## config.mk

```make
export PLATFORM = sky130hd
export DESIGN_NAME = bfp_shift_sched
export DESIGN_NICKNAME = d
export VERILOG_FILES = /design/src/rtl/bfp_pkg.sv /design/src/rtl/bfp_blk_buf.sv /design/src/rtl/bfp_shift_sched.sv
export SDC_FILE = /design/constraint.sdc
export NUM_CORES = 1
export LEC_CHECK = 0
export ABC_AREA = 1
export ABC_CLOCK_PERIOD_IN_PS = 3100
export CORE_AREA = 5 5 237 239
export CTS_CLUSTER_SIZE = 28
export DETAILED_ROUTE_END_ITERATION = 12
export DIE_AREA = 0 0 242 244
export GPL_ROUTABILITY_DRIVEN = 0
export GPL_TIMING_DRIVEN = 1
export PLACE_DENSITY = 0.75
export SLEW_MARGIN = 20
export SYNTH_ARGS = -nofsm -noshare
export SYNTH_HDL_FRONTEND = slang
export SYNTH_SLANG_ARGS = --single-unit
```

## constraint.sdc

```tcl
create_clock -name clk -period 3.1 [get_ports clk]
set_input_delay 0.31 -clock clk [delete_from_list [all_inputs] [get_ports clk]]
set_output_delay 0.31 -clock clk [all_outputs]
set_load 0.01 [all_outputs]
```

## src/rtl/bfp_pkg.sv

```systemverilog
// Shared types and shifter-control constants for the block-floating-point
// alignment scheduler.
package bfp_pkg;

  typedef enum logic [0:0] {
    COLLECT = 1'b0,
    ALIGN   = 1'b1
  } state_t;

  localparam int SH_REV_BIT = 4;
  localparam int SH_AMT_W   = 4;
  localparam int MAX_SHIFT  = 15;

endpackage

```

## src/rtl/bfp_blk_buf.sv

```systemverilog
// Block buffer: BLK x (W+EW) register file, one synchronous write port and
// one asynchronous read port. Contents are not reset (don't-care after reset).
module bfp_blk_buf #(
  parameter int W   = 32,
  parameter int EW  = 8,
  parameter int BLK = 16,
  localparam int AW = $clog2(BLK),
  localparam int DW = W + EW
) (
  input  logic          clk,
  input  logic          we,
  input  logic [AW-1:0] waddr,
  input  logic [DW-1:0] wdata,
  input  logic [AW-1:0] raddr,
  output logic [DW-1:0] rdata
);

  logic [DW-1:0] mem_r [BLK];

  // Storage write
  always_ff @(posedge clk) begin
    if (we) begin
      mem_r[waddr] <= wdata;
    end
  end

  assign rdata = mem_r[raddr];

endmodule

```

## src/rtl/bfp_shift_sched.sv

```systemverilog
// BFP alignment scheduler: collects a block, tracks the max exponent, then
// aligns each mantissa through an external shifter. Optional macro: BFP_ROUND_EN.
module bfp_shift_sched
  import bfp_pkg::*;
#(
  parameter int W   = 32,
  parameter int EW  = 8,
  parameter int BLK = 16
) (
  input  logic          clk,
  input  logic          rst,
  input  logic          in_valid,
  output logic          in_ready,
  input  logic [W-1:0]  in_mant,
  input  logic [EW-1:0] in_exp,
  output logic          out_valid,
  input  logic          out_ready,
  output logic [W-1:0]  out_mant,
  output logic [EW-1:0] out_exp,
  output logic          out_last,
  output logic [W-1:0]  sh_up_dat,
  output logic [4:0]    sh_ctrl,
  input  logic [W-1:0]  sh_dn_dat
);

  localparam int AW = $clog2(BLK);

  state_t          state_r;
  state_t          state_next_s;
  logic [AW-1:0]   wr_ptr_r;
  logic [AW-1:0]   rd_ptr_r;
  logic [EW-1:0]   max_exp_r;
  logic [EW-1:0]   blk_exp_r;
  logic [EW-1:0]   max_next_s;
  logic [W+EW-1:0] rd_data_s;
  logic [W-1:0]    rd_mant_s;
  logic [EW-1:0]   rd_exp_s;
  logic [EW-1:0]   d_s;
  logic            wr_en_s;
  logic            wr_last_s;
  logic            rd_last_s;
  logic            issue_s;
  logic            underflow_s;
  logic [W-1:0]    result_s;

  assign in_ready    = (state_r == COLLECT);
  assign wr_en_s     = in_valid && in_ready;
  assign wr_last_s   = (wr_ptr_r == AW'(BLK - 1));
  assign rd_last_s   = (rd_ptr_r == AW'(BLK - 1));
  assign issue_s     = (state_r == ALIGN) && (!out_valid || out_ready);
  assign rd_mant_s   = rd_data_s[W+EW-1:EW];
  assign rd_exp_s    = rd_data_s[EW-1:0];
  // blk_exp is the block maximum, so this subtraction never goes negative
  assign d_s         = blk_exp_r - rd_exp_s;
  assign underflow_s = (d_s > EW'(MAX_SHIFT));

  bfp_blk_buf #(
    .W   (W),
    .EW  (EW),
    .BLK (BLK)
  ) u_buf (
    .clk   (clk),
    .we    (wr_en_s),
    .waddr (wr_ptr_r),
    .wdata ({in_mant, in_exp}),
    .raddr (rd_ptr_r),
    .rdata (rd_data_s)
  );

  // Running maximum; the first element of a block restarts it
  always_comb begin
    max_next_s = max_exp_r;
    if (wr_ptr_r == {AW{1'b0}}) begin
      max_next_s = in_exp;
    end else if (in_exp > max_exp_r) begin
      max_next_s = in_exp;
    end else begin
      max_next_s = max_exp_r;
    end
  end

  // Shifter drive: only active in ALIGN, clamped to the largest shift on underflow
  always_comb begin
    sh_up_dat = {W{1'b0}};
    sh_ctrl   = 5'b00000;
    if (state_r == ALIGN) begin
      sh_up_dat = rd_mant_s;
      if (underflow_s) begin
        sh_ctrl = 5'b01111;
      end else begin
        sh_ctrl = {1'b0, d_s[SH_AMT_W-1:0]};
      end
    end else begin
      sh_up_dat = {W{1'b0}};
      sh_ctrl   = 5'b00000;
    end
  end

`ifdef BFP_ROUND_EN
  logic [W-1:0] guard_vec_s;
  logic         guard_s;

  // Round half up on the last shifted-out bit, saturating at all-ones
  always_comb begin
    result_s    = {W{1'b0}};
    guard_vec_s = rd_mant_s >> (d_s[SH_AMT_W-1:0] - 4'd1);
    guard_s     = 1'b0;
    if (underflow_s) begin
      result_s = {W{1'b0}};
    end else if (d_s == {EW{1'b0}}) begin
      result_s = sh_dn_dat;
    end else begin
      guard_s = guard_vec_s[0];
      if (guard_s && (&sh_dn_dat)) begin
        result_s = sh_dn_dat;
      end else begin
        result_s = sh_dn_dat + {{(W-1){1'b0}}, guard_s};
      end
    end
  end
`else
  // Plain truncation; full underflow forces zero
  always_comb begin
    result_s = {W{1'b0}};
    if (underflow_s) begin
      result_s = {W{1'b0}};
    end else begin
      result_s = sh_dn_dat;
    end
  end
`endif

  // State register
  always_ff @(posedge clk) begin
    if (rst) begin
      state_r <= COLLECT;
    end else begin
      state_r <= state_next_s;
    end
  end

  // Next-state logic
  always_comb begin
    state_next_s = state_r;
    case (state_r)
      COLLECT: begin
        if (wr_en_s && wr_last_s) begin
          state_next_s = ALIGN;
        end else begin
          state_next_s = COLLECT;
        end
      end
      ALIGN: begin
        if (issue_s && rd_last_s) begin
          state_next_s = COLLECT;
        end else begin
          state_next_s = ALIGN;
        end
      end
      default: state_next_s = COLLECT;
    endcase
  end

  // Pointers, exponent tracking and registered output stage
  always_ff @(posedge clk) begin
    if (rst) begin
      wr_ptr_r  <= {AW{1'b0}};
      rd_ptr_r  <= {AW{1'b0}};
      max_exp_r <= {EW{1'b0}};
      blk_exp_r <= {EW{1'b0}};
      out_valid <= 1'b0;
      out_mant  <= {W{1'b0}};
      out_exp   <= {EW{1'b0}};
      out_last  <= 1'b0;
    end else begin
      if (wr_en_s) begin
        wr_ptr_r  <= wr_ptr_r + AW'(1);
        max_exp_r <= max_next_s;
        if (wr_last_s) begin
          blk_exp_r <= max_next_s;
        end
      end
      // The final output of a block may linger into the next COLLECT phase
      if (issue_s) begin
        out_mant  <= result_s;
        out_exp   <= blk_exp_r;
        out_valid <= 1'b1;
        out_last  <= rd_last_s;
        rd_ptr_r  <= rd_ptr_r + AW'(1);
      end else if (out_ready) begin
        out_valid <= 1'b0;
      end
    end
  end

endmodule

```

==> run summary <==
Final-report max-slew violation count -> 0
Post-Synthesis Cells -> 2265
Initial antenna violation count -> 4
Pleak -> 0.0117 µW
Cells after DPL -> 3071
First-pass GRT wire length -> 117000 µm
Setup TNS -> -12.87 ns
Die W -> 242 µm
Starting Density -> 0.534
Outcome -> finished, violations left
Endpoint class of the critical path -> output pin
Fin crit period -> 3.84 ns
# port buffers -> 154
Int Pwr -> 15600 µW
Slack of the critical path -> -0.736 ns
Syn Nets -> 2362
Post-DP HPWL -> 42400 µm
Reg power frac -> 0.540
Root buffer cell -> clkbuf_16
Mean Syn Cell Area -> 12.6 µm²
DRC Markers -> 0
Share of post-route cells with drive strength above 1 -> 0.167
Seq/Total Area, Yosys -> 0.721
Via-per-instance ratio -> 6.24
Most frequent cells in the layout -> edfxtp_1 (640), nor2_1 (364), o21ai_0 (276)
Die height -> 244 µm
RSZ-0062 raised after global routing -> true
Via count -> 20227
Syn. warnings -> 0
Switch share -> 0.203
Worst-path fanout max -> 10
Share of the synthesized area in the top cell type -> 0.672
Slew headroom -> 0.579
Number of synthesized flops with an enable pin -> 640
Post-CTS Hold Buffers -> 0
Synth cell types -> 36
Non-filler cells in the finished layout -> 3243
Clock sinks -> 711
CP startpoint kind -> flip-flop
Fillers -> 3704
Cell Chain, Critical Path -> buf_12, buf_6, clkinv_8, nor2_1, o22ai_2, o211ai_1, nand2_1, inv_2, ha_4, buf_4, nand3_2, nand2_2, xnor2_2, nand3_2, nor2_4, nand2_2, o21ai_2, inv_1, buf_2
I/O pin cnt -> 156
Critical Path RT -> 2.79 ns
Grt ovf -> 0
Max-cap violations -> 0
# rows -> 85
Initial DRC count -> 2421
H-Tree Depth -> 3
Crit path DAT -> 3.53 ns
Register area -> 20700 µm²
Area leader, netlist -> edfxtp_1
P_sw -> 3970 µW
Area Growth Syn to Fin -> 21.6%
Worst Hold Path EP -> out_mant[16]
CP Class -> reg -> out
Clock transition at path regs -> 0.06 ns
Detail Route Antenna Nets -> 0
Multi-input gate area -> 7250 µm²
Worst hold slack -> 0.224 ns
Async SR Flop Fraction -> 0
Final setup fails -> 52
Post-Syn Area -> 28600 µm²
Reg2reg end -> out_mant[8]
Primary FF master, synth -> edfxtp_1
Slowest cell on the critical path -> dfxtp_4
Final nets -> 2583
CTS tree -> done
Num CTS Buffers -> 72
Die area -> 59000 µm²
Crit share post-route -> 1.24
Synth top area cells -> edfxtp_1 (67%), o21ai_0 (5.4%), nor2_1 (5.0%)
Number of global-route vias before repair -> 19946
Max IR drop VDD -> 0.000461 V
Commonest non-fill, non-tap cell in the layout -> edfxtp_1
Pwr dens -> 563 nW/µm²
Synth Register Bits -> 711
Setup Skew -> 0.0435 ns
Fmax achieved -> 261 MHz
HP Class -> in -> reg
Core area -> 53600 µm²
Place WS -> -0.391 ns
Detailed Route WL -> 78600 µm
Hold Path Depth -> 2
Violated checks -> negative setup slack
Hold Fails Final Rpt -> 0
Reg2reg setup slack -> -0.31 ns
Largest net degree at the start of global routing -> 89
Clock group share of total power -> 0.427
1st-pass router iterations -> 6
WL/cell -> 24.3 µm
Later-pin clock latency in the skew report -> 0.62 ns
Worst path max stage delay -> 0.39 ns
Logic pwr share -> 0.033
Worst Tran Pin Value -> 0.631 ns
Hold Startpoint -> rst
CTS max path bufs -> 3
GRT Total Usage -> 0.255
Cells on worst reg2reg path -> 18
worst max-delay path, delay by kind of cell, from the launching register on:
| family | cells | cell delay [ns] |
|---|---|---|
| adders and majority gates | 1 | 0.22 |
| and+or+nand+nor | 7 | 0.87 |
| DFF | 1 | 0.39 |
| xor gates and xnor gates | 1 | 0.20 |
| AOI/OAI and AO/OA | 3 | 0.42 |
| buffers and inverters | 7 | 0.83 |
metal layers:
layer | share of wire | track usage
met1 | 0.36 | 0.337
met2 | 0.49 | 0.421
met3 | 0.11 | 0.0525
met4 | 0.036 | 0.104
met5 | 0.000089 | 0
power by group through the flow:
stage | logic (µW) | clock network [µW] | registers (µW)
2_1_floorplan | 253 | 0 | 10800
4_1_cts | 616 | 8430 | 10600
6_report | 639 | 8360 | 10600
3_3_place_gp | 577 | 0 | 10800
5_1_grt | 690 | 8890 | 10600
3_5_place_dp | 598 | 0 | 10800
cell usage after synthesis (28+ instances only):
cell,n
nand3_2,31
a21oi_1,64
nand2_1,130
edfxtp_1,640
o21ai_0,307
a21oi_2,28
o22ai_1,45
dfxtp_1,71
nor2_1,385
nand3_1,81
inv_1,104
clkbuf_1,118
buf_2,30
o211ai_1,48
o221ai_1,111
sequential cells by signal (all words and copies together) (netlist names), named ones only:
name	count
rd_ptr_r	4
u_buf.mem_r	640
state_r	1
out_exp	8
max_exp_r	8
blk_exp_r	8
wr_ptr_r	4
out_last	1
out_mant	32
out_valid	1
cells by family (layout without fill, tap and decap cells):
family	count (synthesis)	after routing	synth area share
compound gates	618	618	0.133
xor+xnor	4	4	0.00122
fa+ha+maj	21	21	0.00944
buf+inv	269	548	0.0393
flops	711	711	0.721
other cells	1	4	0.000131
simple gates	641	641	0.0957
final cells by class:
| class | instances | area share |
|---|---|---|
| multi-input combinational | 1285 | 0.208 |
| tap | 696 | 0.0250 |
| clock buffer | 96 | 0.0570 |
| timing repair buffer | 305 | 0.0940 |
| inverter | 108 | 0.0128 |
| clock inverter | 36 | 0.00823 |
| antenna | 3 | 0.000216 |
| sequential | 711 | 0.593 |
| timing repair inverter | 3 | 0.00126 |
worst max-delay path by stage:
stage / from / endpoint / slack, ns / cells after the start
2_1_floorplan: state_r / u_buf.mem_r[10][0] / -0.10 / 6
3_3_place_gp: flip-flop / sh_up_dat[20] / -0.30 / 9
3_5_place_dp: flip-flop / sh_ctrl[1] / -0.39 / 19
4_1_cts: flip-flop / sh_ctrl[1] / -0.60 / 20
5_1_grt: flip-flop / sh_ctrl[1] / -0.89 / 19
6_report: flip-flop / sh_ctrl[1] / -0.74 / 19
metrics by stage:
stage	area, µm²	utilization	power (µW)
3_3_place_gp	31600	0.589	11400
3_5_place_dp	31600	0.589	11400
2_1_floorplan	28700	-	11000
5_1_grt	34800	0.649	20200
6_report	34800	0.649	19600
4_1_cts	34500	0.644	19600
what timing repair did:
item	4_1_cts	5_1_grt
gates cloned	10	4
pin swaps	34	48
buffers inserted	15	10
endpoints found under the setup margin	67	62
gates resized for setup	120	95
Note: power is estimated with default switching activity, not from simulation.
